`src/rtl/clk_gate_ctrl_pkg.sv`:
```
// clk_gate_ctrl shared types: FSM state encoding and counter widths.
// No ports; imported by the controller top.
package clk_gate_ctrl_pkg;

  typedef enum logic [1:0] {
    ST_OFF  = 2'b00,
    ST_WAKE = 2'b01,
    ST_ON   = 2'b10,
    ST_HOLD = 2'b11
  } state_e;

  // WAKE_CYCLES <= 15, IDLE_TIMEOUT <= 255
  localparam int WAKE_W = 4;
  localparam int IDLE_W = 8;

  function automatic logic is_act(
    input logic req,
    input logic busy,
    input logic frc
  );
    return req | busy | frc;
  endfunction

endpackage

```
`src/rtl/clk_gate_ctrl_if.sv`:
```
// clk_gate_ctrl consumer bus: REQ/BUSY/FORCE_ON/CNT_CLR in,
// CLK_EN/READY/ON_CNT out; master = consumer, slave = controller.
interface clk_gate_ctrl_if #(
  parameter int CNT_W = 16
) ();

  logic             REQ;
  logic             BUSY;
  logic             FORCE_ON;
  logic             CNT_CLR;
  logic             CLK_EN;
  logic             READY;
  logic [CNT_W-1:0] ON_CNT;

  modport master (
    output REQ, BUSY, FORCE_ON, CNT_CLR,
    input  CLK_EN, READY, ON_CNT
  );

  modport slave (
    input  REQ, BUSY, FORCE_ON, CNT_CLR,
    output CLK_EN, READY, ON_CNT
  );

endinterface

```
`src/rtl/clk_gate_ctrl_sat_counter.sv`:
```
// Saturating up-counter with synchronous clear (clear beats enable).
// Ports: clk_i, rst_ni (sync, active-low), clr_i, en_i, cnt_o.
module clk_gate_ctrl_sat_counter #(
  parameter int W = 16
) (
  input  logic         clk_i,
  input  logic         rst_ni,
  input  logic         clr_i,
  input  logic         en_i,
  output logic [W-1:0] cnt_o
);

  logic [W-1:0] cnt_q;
  logic [W-1:0] cnt_d;

  always_comb begin
    cnt_d = cnt_q;
    if (clr_i) begin
      cnt_d = '0;
    end else if (en_i && (cnt_q != '1)) begin
      cnt_d = cnt_q + W'(1);
    end
  end

  always_ff @(posedge clk_i) begin
    if (!rst_ni) begin
      cnt_q <= '0;
    end else begin
      cnt_q <= cnt_d;
    end
  end

  assign cnt_o = cnt_q;

endmodule

```
`src/rtl/clk_gate_ctrl.sv`:
```
// Clock-gate enable controller: wake settle, idle hold-off, ON_CNT.
// Ports: CLK, RST (sync, active-low), bus (slave: consumer signals).
module clk_gate_ctrl
  import clk_gate_ctrl_pkg::*;
#(
  parameter int WAKE_CYCLES  = 2,
  parameter int IDLE_TIMEOUT = 4,
  parameter int CNT_W        = 16
) (
  input  logic           CLK,
  input  logic           RST,
  clk_gate_ctrl_if.slave bus
);

  localparam logic [WAKE_W-1:0] WAKE_LAST =
    WAKE_W'(WAKE_CYCLES - 1);
  localparam logic [IDLE_W-1:0] IDLE_LAST =
    IDLE_W'(IDLE_TIMEOUT);

  state_e            state_q;
  logic [WAKE_W-1:0] wake_q;
  logic [IDLE_W-1:0] idle_q;
  logic              clk_en_q;
  logic              ready_q;
  logic              act;

  assign act = is_act(bus.REQ, bus.BUSY, bus.FORCE_ON);

  // idle_q counts idle edges seen while in HOLD; the gate drops
  // on the edge after it reaches IDLE_TIMEOUT, which lands
  // IDLE_TIMEOUT+1 edges after the ON->HOLD edge.
  always_ff @(posedge CLK) begin
    if (!RST) begin
      state_q  <= ST_OFF;
      wake_q   <= '0;
      idle_q   <= '0;
      clk_en_q <= 1'b0;
      ready_q  <= 1'b0;
    end else begin
      unique case (state_q)
        ST_OFF: begin
          if (act) begin
            state_q  <= ST_WAKE;
            wake_q   <= '0;
            clk_en_q <= 1'b1;
          end
        end
        ST_WAKE: begin
          // never aborted; act is re-checked in ON
          if (wake_q == WAKE_LAST) begin
            state_q <= ST_ON;
            ready_q <= 1'b1;
          end else begin
            wake_q <= wake_q + WAKE_W'(1);
          end
        end
        ST_ON: begin
          if (!act) begin
            state_q <= ST_HOLD;
            idle_q  <= '0;
          end
        end
        ST_HOLD: begin
          if (act) begin
            state_q <= ST_ON;
            idle_q  <= '0;
          end else if (idle_q == IDLE_LAST) begin
            state_q  <= ST_OFF;
            idle_q   <= '0;
            clk_en_q <= 1'b0;
            ready_q  <= 1'b0;
          end else begin
            idle_q <= idle_q + IDLE_W'(1);
          end
        end
      endcase
    end
  end

  assign bus.CLK_EN = clk_en_q;
  assign bus.READY  = ready_q;

  clk_gate_ctrl_sat_counter #(
    .W (CNT_W)
  ) u_sat_counter (
    .clk_i  (CLK),
    .rst_ni (RST),
    .clr_i  (bus.CNT_CLR),
    .en_i   (clk_en_q),
    .cnt_o  (bus.ON_CNT)
  );

endmodule

```
`src/flat_wrapper.sv`:
```
// flat-port wrapper written by rule: the top's interface ports become plain ports
module clk_gate_ctrl_flat import clk_gate_ctrl_pkg::*;
#(
  parameter int WAKE_CYCLES  = 2,
  parameter int IDLE_TIMEOUT = 4,
  parameter int CNT_W        = 16
)
  (CLK, RST, bus_REQ, bus_BUSY, bus_FORCE_ON, bus_CNT_CLR, bus_CLK_EN, bus_READY, bus_ON_CNT);
  clk_gate_ctrl_if #(.CNT_W(CNT_W)) bus_i ();
  input  logic CLK;
  input  logic RST;
  input wire logic [$bits(bus_i.REQ)-1:0] bus_REQ;
  input wire logic [$bits(bus_i.BUSY)-1:0] bus_BUSY;
  input wire logic [$bits(bus_i.FORCE_ON)-1:0] bus_FORCE_ON;
  input wire logic [$bits(bus_i.CNT_CLR)-1:0] bus_CNT_CLR;
  output wire logic [$bits(bus_i.CLK_EN)-1:0] bus_CLK_EN;
  output wire logic [$bits(bus_i.READY)-1:0] bus_READY;
  output wire logic [$bits(bus_i.ON_CNT)-1:0] bus_ON_CNT;
  assign bus_i.REQ = bus_REQ;
  assign bus_i.BUSY = bus_BUSY;
  assign bus_i.FORCE_ON = bus_FORCE_ON;
  assign bus_i.CNT_CLR = bus_CNT_CLR;
  assign bus_CLK_EN = bus_i.CLK_EN;
  assign bus_READY = bus_i.READY;
  assign bus_ON_CNT = bus_i.ON_CNT;
  clk_gate_ctrl #(.WAKE_CYCLES(WAKE_CYCLES), .IDLE_TIMEOUT(IDLE_TIMEOUT), .CNT_W(CNT_W)) u_core (.CLK(CLK), .RST(RST), .bus(bus_i));
endmodule
```
`config.mk`:
```
export PLATFORM = sky130hd
export DESIGN_NAME = clk_gate_ctrl_flat
export DESIGN_NICKNAME = d
export VERILOG_FILES = /design/src/rtl/clk_gate_ctrl_pkg.sv /design/src/rtl/clk_gate_ctrl_if.sv /design/src/rtl/clk_gate_ctrl_sat_counter.sv /design/src/rtl/clk_gate_ctrl.sv /design/src/flat_wrapper.sv
export SDC_FILE = /design/constraint.sdc
export NUM_CORES = 1
export LEC_CHECK = 0
export CORE_MARGIN = 1
export CORE_UTILIZATION = 50
export CTS_BUF_LIST = sky130_fd_sc_hd__clkbuf_4 sky130_fd_sc_hd__clkbuf_8
export DETAILED_ROUTE_END_ITERATION = 10
export DONT_BUFFER_PORTS = 1
export HOLD_SLACK_MARGIN = 0.08
export PLACE_DENSITY = 0.73
export SYNTH_ARGS = -nofsm -noshare
export SYNTH_HDL_FRONTEND = slang
export SYNTH_HIERARCHICAL = 1
export SYNTH_SLANG_ARGS = --single-unit
```
`constraint.sdc`:
```
create_clock -name CLK -period 1.75 [get_ports CLK]
set_clock_uncertainty 0.1 [all_clocks]
set_input_delay 0.2625 -clock CLK [delete_from_list [all_inputs] [get_ports CLK]]
set_output_delay 0.2625 -clock CLK [all_outputs]
set_load 0.01 [all_outputs]
```
==> results of run 1 <==
## timing repair
| item | CTS | global route |
|---|---|---|
| setup buffers | 0 | 5 |
| pin swaps | 0 | 1 |
| endpoints found under the hold margin | 15 | 0 |
| hold buffers | 2 | 0 |
| cloned | 0 | 1 |
| setup endpoints to repair | 5 | 16 |
| resized for setup | 1 | 23 |
## worst max-delay path by stage
stage                                         startpoint                        endpoint  slack, ps  cells past startpoint
after floorplan            u_core/u_sat_counter/cnt_o[0]  u_core/u_sat_counter/cnt_o[14]         70                      5
after global placement    u_core/u_sat_counter/cnt_o[12]   u_core/u_sat_counter/cnt_o[1]        100                      4
after detailed placement                u_core/wake_q[0]                u_core/wake_q[0]        -90                      5
after CTS                               u_core/wake_q[0]                u_core/wake_q[0]         40                      5
after global routing                    u_core/idle_q[1]                u_core/idle_q[6]        -80                      7
final                                   u_core/idle_q[0]                u_core/idle_q[6]        -20                      7
## synth_stat cells, types with 4 or more instances
master and count:
nor4_1 5, nor3_1 6, nor2_1 21, a31oi_1 5, ha_1 5, nand3_1 8, nand2_1 10, dfxtp_1 32
and2_1 4, nand2b_1 5, xnor2_1 4, inv_1 7, o21ai_0 7, a21oi_1 7, nor2b_1 4
## routing by layer
metal | up-vias | GRT usage | wire length [µm]
met2 | 71 | 0.432 | 2320
met3 | 14 | 0.0746 | 278
met4 | 0 | 0.123 | 95
li1 | 787 | - | -
met1 | 780 | 0.253 | 1750
met5 | - | 0 | 0
## final cells by class
type,count,area (µm²),area share
clock buffer,7,65.1,0.0296
clock inverter,1,30.0,0.0137
inverter,7,26.3,0.0120
multi-input combinational,146,1110,0.506
sequential,32,656,0.299
tap,44,55.1,0.0251
timing repair buffer,33,253,0.115
## per-stage QoR
step / instances / cell area (µm²) / worst slack, ps / hold WS, ps
floorplan: 187 / 1720 / 72.2 / 346
finish: 270 / 2200 / -23.0 / 118
global placement: 254 / 1950 / 100 / 286
global route: 270 / 2200 / -81.1 / 111
detailed placement: 254 / 1950 / -85.2 / 286
CTS: 264 / 2080 / 39.0 / 96.7
## worst register-to-register path, stage by stage, from the launching register on
cell,delay [ps]
dfxtp_4,370
inv_2,50
ha_2,150
nor4b_4,310
buf_4,200
a211oi_4,70
and3_1,180
a221o_1,250
## cells by family after synthesis
logic type | share of synthesized area
AND/OR/NAND/NOR | 0.318
AO/OA/AOI/OAI | 0.195
flip-flops | 0.372
buffers and inverters | 0.0261
XOR/XNOR | 0.0356
adder cells (fa/ha/maj) | 0.0363
multiplexers | 0.0174
## registers in the layout (all words and copies together), names as in the netlist
signal,flops
u_core/bus.CLK_EN,1
u_core/bus.READY,1
u_core/idle_q,8
u_core/state_q,2
u_core/u_sat_counter/cnt_o,16
u_core/wake_q,4
## placed cells by master (no fill, tap or decap), types with 2 or more instances in the layout
master,netlist,routed
nand4_1,3,3
nand4_4,2,2
and4_2,2,2
nand2_1,10,10
o41ai_1,2,2
clkbuf_8,0,2
nand2b_1,5,5
a21oi_1,7,6
o21ai_0,7,7
nor3_1,6,5
nor4_1,5,3
a211oi_2,0,2
mux2i_1,3,3
nor2_1,21,21
nand3_1,8,8
nor4_2,0,2
and2_1,4,4
ha_1,5,4
nor3_2,1,2
nor2b_1,4,4
and3_1,3,3
xnor2_1,4,4
dfxtp_4,0,2
o21a_1,3,3
o311ai_0,2,2
clkbuf_4,0,5
dlygate4sd3_1,0,2
xor2_1,3,3
or3_1,2,2
inv_1,7,6
buf_4,0,31
dfxtp_2,0,6
a31oi_1,5,5
dfxtp_1,32,24
o31ai_1,3,2
## power by group
part           total [mW]  leakage [nW]  internal, mW  switching (mW)
registers           0.761         0.263         0.741          0.0199
clock network       0.634        0.0515         0.379           0.255
logic               0.126         0.526        0.0594          0.0669
==> results.sh, run 1 <==
export IMPL_hold_path_depth=2
export IMPL_detail_route_antenna_nets=0
export IMPL_setup_violations=1
export IMPL_critPathLaunchType="register"
export IMPL_ios=24
export IMPL_worstHoldStart="RST"
export IMPL_gp_congestion=0.787
export IMPL_via_per_inst=6.12
export IMPL_area_growth_pct=27.5
export IMPL_clockRootBuffer="clkbuf_4"
export IMPL_critPathBufInv=2
export IMPL_p_leak_nw=0.841
export IMPL_r2r_setup_slack_ps=-20
export IMPL_crit_family="simple AND/OR/NAND/NOR gates"
export IMPL_core_um2=3150
export IMPL_cpMaxStageDelayCell="dfxtp_4"
export IMPL_synth_seq_cells=32
export IMPL_crit_path_end_kind="register"
export IMPL_fin_tns_setup_ps=-23.0
export IMPL_timing_hold_violations_final=0
export IMPL_grt_pass1_wl_mm=6.48
export IMPL_grt_max_degree=12
export IMPL_drtPass1Iterations=4
export IMPL_fp_dieH_um=60.7
export IMPL_rsz0062_at_grt="yes"
export IMPL_syn_nets=198
export IMPL_setup_slack_ps=-23.0
export IMPL_cts_inserted_buffers=5
export IMPL_worst_r2r_path_depth=7
export IMPL_drt_iter0_drc=68
export IMPL_htreeDepth=2
export IMPL_post_route_util=0.696
export IMPL_yosys_area_top_type="dfxtp_1"
export IMPL_synth_top_area_share=0.372
export IMPL_maxCapViolations=0
export IMPL_dp_final_hpwl_mm=2.95
export IMPL_antenna_found_initial=0
export IMPL_row_count=20
export IMPL_n_fill_cell=252
export IMPL_path_max_fanout=5
export IMPL_power_density_nw_per_um2=693
export IMPL_synth_seq_area_share=0.372
export IMPL_post_route_period_util=1.01
export IMPL_grt_ovfl_total=0
export IMPL_wl_mm=4.45
export IMPL_crit_arrival_ps=1920
export IMPL_path_clk_slew_ps=100
export IMPL_r2r_start="u_core/idle_q[0]"
export IMPL_worstSetupPathType="register to register"
export IMPL_port_buffers=0
export IMPL_hold_path_class="input port to register"
export IMPL_cpPeakStageDelay_ps=370
export IMPL_dieArea_um2=3680
export IMPL_total_power_mw=1.52
export IMPL_antenna_cells=0
export IMPL_clock_path_buffers=2
export IMPL_yosys_top_cells_area="dfxtp_1, nor2_1, ha_1"
export IMPL_status="finished with violations"
export IMPL_min_to="u_core/idle_q[3]"
export IMPL_ys_flop_type="dfxtp_1"
export IMPL_cts_tree="built"
export IMPL_routedWlPerCell_um=16.5
export IMPL_ir_worst_vdd_uv=556
export IMPL_synth_edf_count=0
export IMPL_slew_headroom=0.543
export IMPL_grt_usage=0.241
export IMPL_synth_area_per_cell_um2=9.21
export IMPL_synthesis_area_um2=1720
export IMPL_clock_latency_ps=340
export IMPL_synthCells=187
export IMPL_grt_pass1_vias=1537
export IMPL_drc=0
export IMPL_synthArstFlopShare=0
export IMPL_vias=1652
export IMPL_tightest_slew_ps=679
export IMPL_violations="setup timing"
export IMPL_fmax_mhz=564
export IMPL_nets=236
export IMPL_ys_types=53
export IMPL_start_util=0.546
export IMPL_die_w_um=60.7
export IMPL_yosys_warnings=6
export IMPL_path_cells="inv_2, ha_2, nor4b_4, buf_4, a211oi_4, and3_1, a221o_1"
export IMPL_slew_viol_final=0
export IMPL_cts_sink_count=32
export IMPL_crit_required_ps=1890
export IMPL_timing_rr_end="u_core/idle_q[6]"
export IMPL_period_needed_ps=1770
export IMPL_drive_above_1_share=0.314
No activity file was read; power rests on OpenSTA's default activity.
==> run 2, diff against run 1 <==
Settings changed: CELL_PAD_IN_SITES_DETAIL_PLACEMENT set to 0, CELL_PAD_IN_SITES_GLOBAL_PLACEMENT set to 2, CORE_UTILIZATION 50 to 43, PLACE_DENSITY 0.73 to 0.91.
Clock period 1.75 ns to 2.1 ns, I/O delays scaled along.
==> results.sh, run 2 (synthesized netlist as in run 1, its figures left out) <==
export IMPL_fp_dieH_um=65.3
export IMPL_worstHoldStart="RST"
export IMPL_worst_r2r_path_depth=4
export IMPL_rsz0062_at_grt="no"
export IMPL_pre_cts_ws_ps=293
export IMPL_row_count=22
export IMPL_r2r_setup_slack_ps=250
export IMPL_slew_headroom=0.597
export IMPL_cts_setup_buffers=0
export IMPL_cts_sink_count=32
export IMPL_drive_above_1_share=0.113
export IMPL_antenna_cells=0
export IMPL_hold_buffers=1
export IMPL_place_inst=235
export IMPL_antenna_found_initial=0
export IMPL_r2r_start="u_core/state_q[1]"
export IMPL_timing_rr_end="u_core/idle_q[5]"
export IMPL_path_max_fanout=9
export IMPL_met3_usage=0.0608
export IMPL_drc=0
export IMPL_clock_path_buffers=2
export IMPL_clock_latency_ps=280
export IMPL_drt_iter0_drc=68
export IMPL_dp_final_hpwl_mm=2.62
export IMPL_ir_worst_vdd_uv=242
export IMPL_grtUsageMet2=0.329
export IMPL_final_common_cell="dfxtp_1"
export IMPL_crit_path_end_kind="register"
export IMPL_grt_ovfl_total=0
export IMPL_p_leak_nw=0.681
export IMPL_port_buffers=0
export IMPL_hold_path_depth=2
export IMPL_clockRootBuffer="clkbuf_8"
export IMPL_drtPass1Iterations=4
export IMPL_hold_path_class="input port to register"
export IMPL_core_um2=3740
export IMPL_power_density_nw_per_um2=646
export IMPL_fmax_mhz=541
export IMPL_fin_tns_setup_ps=0
export IMPL_critPathLaunchType="register"
export IMPL_dieArea_um2=4260
export IMPL_slew_viol_final=0
export IMPL_cts_resized=0
export IMPL_detail_route_antenna_nets=0
export IMPL_ios=24
export IMPL_post_route_period_util=0.880
export IMPL_setup_slack_ps=253
export IMPL_crit_required_ps=2210
export IMPL_grt_use_met1=0.221
export IMPL_tightest_slew_ps=596
export IMPL_total_power_mw=1.22
export IMPL_path_cells="or4b_4, a211oi_1, o21ai_0, a21boi_1"
export IMPL_nets=206
export IMPL_period_needed_ps=1850
export IMPL_crit_arrival_ps=1960
export IMPL_largest_reg_flops=16
export IMPL_htreeDepth=2
export IMPL_final_cell_mix="dfxtp_1, nor2_1, nand2_1"
export IMPL_path_clk_slew_ps=70
export IMPL_grt_pass1_wl_mm=6.34
export IMPL_vias=1421
export IMPL_setup_violations=0
export IMPL_grt_max_degree=12
export IMPL_cts_inserted_buffers=5
export IMPL_cpPeakStageDelay_ps=540
export IMPL_routedWlPerCell_um=14.9
export IMPL_layout_cells_non_filler=243
export IMPL_cpMaxStageDelayCell="or4b_4"
export IMPL_area_growth_pct=9.88
export IMPL_start_util=0.460
export IMPL_n_fill_cell=360
export IMPL_grt_pass1_vias=1423
export IMPL_worstSetupPathType="register to register"
export IMPL_timing_hold_violations_final=0
export IMPL_cts_tree="built"
export IMPL_min_to="u_core/wake_q[1]"
export IMPL_wl_mm=3.62
export IMPL_fin_area_um2=1890
export IMPL_busiest_layer="met2"
export IMPL_die_w_um=65.3
export IMPL_maxCapViolations=0
export IMPL_placed_cell_area_um2=1790
export IMPL_gp_congestion=0.820
export IMPL_via_per_inst=5.85
export IMPL_status="finished, final reports clean"
export IMPL_grt_usage=0.193
[run 2: changes by cell type in the layout (fill, tap and decap cells not counted), moves of 5 or more]
| cell | previous run | this run |
|---|---|---|
| buf_4 | 31 | 3 |
| dfxtp_2 | 6 | 0 |
| clkbuf_4 | 5 | 0 |
| clkbuf_8 | 2 | 7 |
| dfxtp_1 | 24 | 32 |
[run 2: worst max path at each step]
stage                                        from  slack [ps]                             end
floorplan           u_core/u_sat_counter/cnt_o[0]         420  u_core/u_sat_counter/cnt_o[14]
global placement                u_core/state_q[1]         330                u_core/idle_q[6]
detailed placement  u_core/u_sat_counter/cnt_o[0]         290  u_core/u_sat_counter/cnt_o[14]
CTS                             u_core/state_q[1]         280                u_core/idle_q[7]
global route                    u_core/state_q[1]         100                u_core/idle_q[5]
finish                          u_core/state_q[1]         250                u_core/idle_q[5]
[run 2: per-stage QoR]
step / hold slack, ps / utilization
finish: 86.0 / 0.506
global placement: 341 / 0.477
CTS: 82.8 / 0.506
detailed placement: 350 / 0.477
global route: 90.0 / 0.506
floorplan: 366 / -
[run 2: cell type report]
cell class	instances	area, µm²	share of cell area
sequential	32	641	0.338
timing repair buffer	4	32.5	0.0172
clock buffer	7	96.3	0.0509
multi-input combinational	145	1040	0.548
inverter	7	26.3	0.0139
tap	48	60.1	0.0317
[run 2: power breakdown]
group | switching, mW | total (mW) | internal [mW]
Sequential | 0.0217 | 0.642 | 0.620
Clock | 0.217 | 0.509 | 0.292
Combinational | 0.0395 | 0.0733 | 0.0338
[run 2: per-layer routing]
metal / wire [µm] / vias to the layer above / share of wire
met1: 1590 / 673 / 0.44
met4: 36 / 0 / 0.0099
met5: 0 / - / 0
li1: - / 717 / -
met2: 1800 / 27 / 0.50
met3: 200 / 4 / 0.055
[run 2: critical path, delay by kind of cell, from the launching register on]
kind               cells  cell delay (ps)
DFF                    1              460
and+or+nand+nor        1              540
AOI/OAI and AO/OA      3              670
==> run 3, diff against run 2 <==
Settings changed: CTS_CLUSTER_SIZE set to 24, SLEW_MARGIN set to 20.
==> results of run 3 <==
The final DEF is identical to that of run 2; final timing and power are the same.
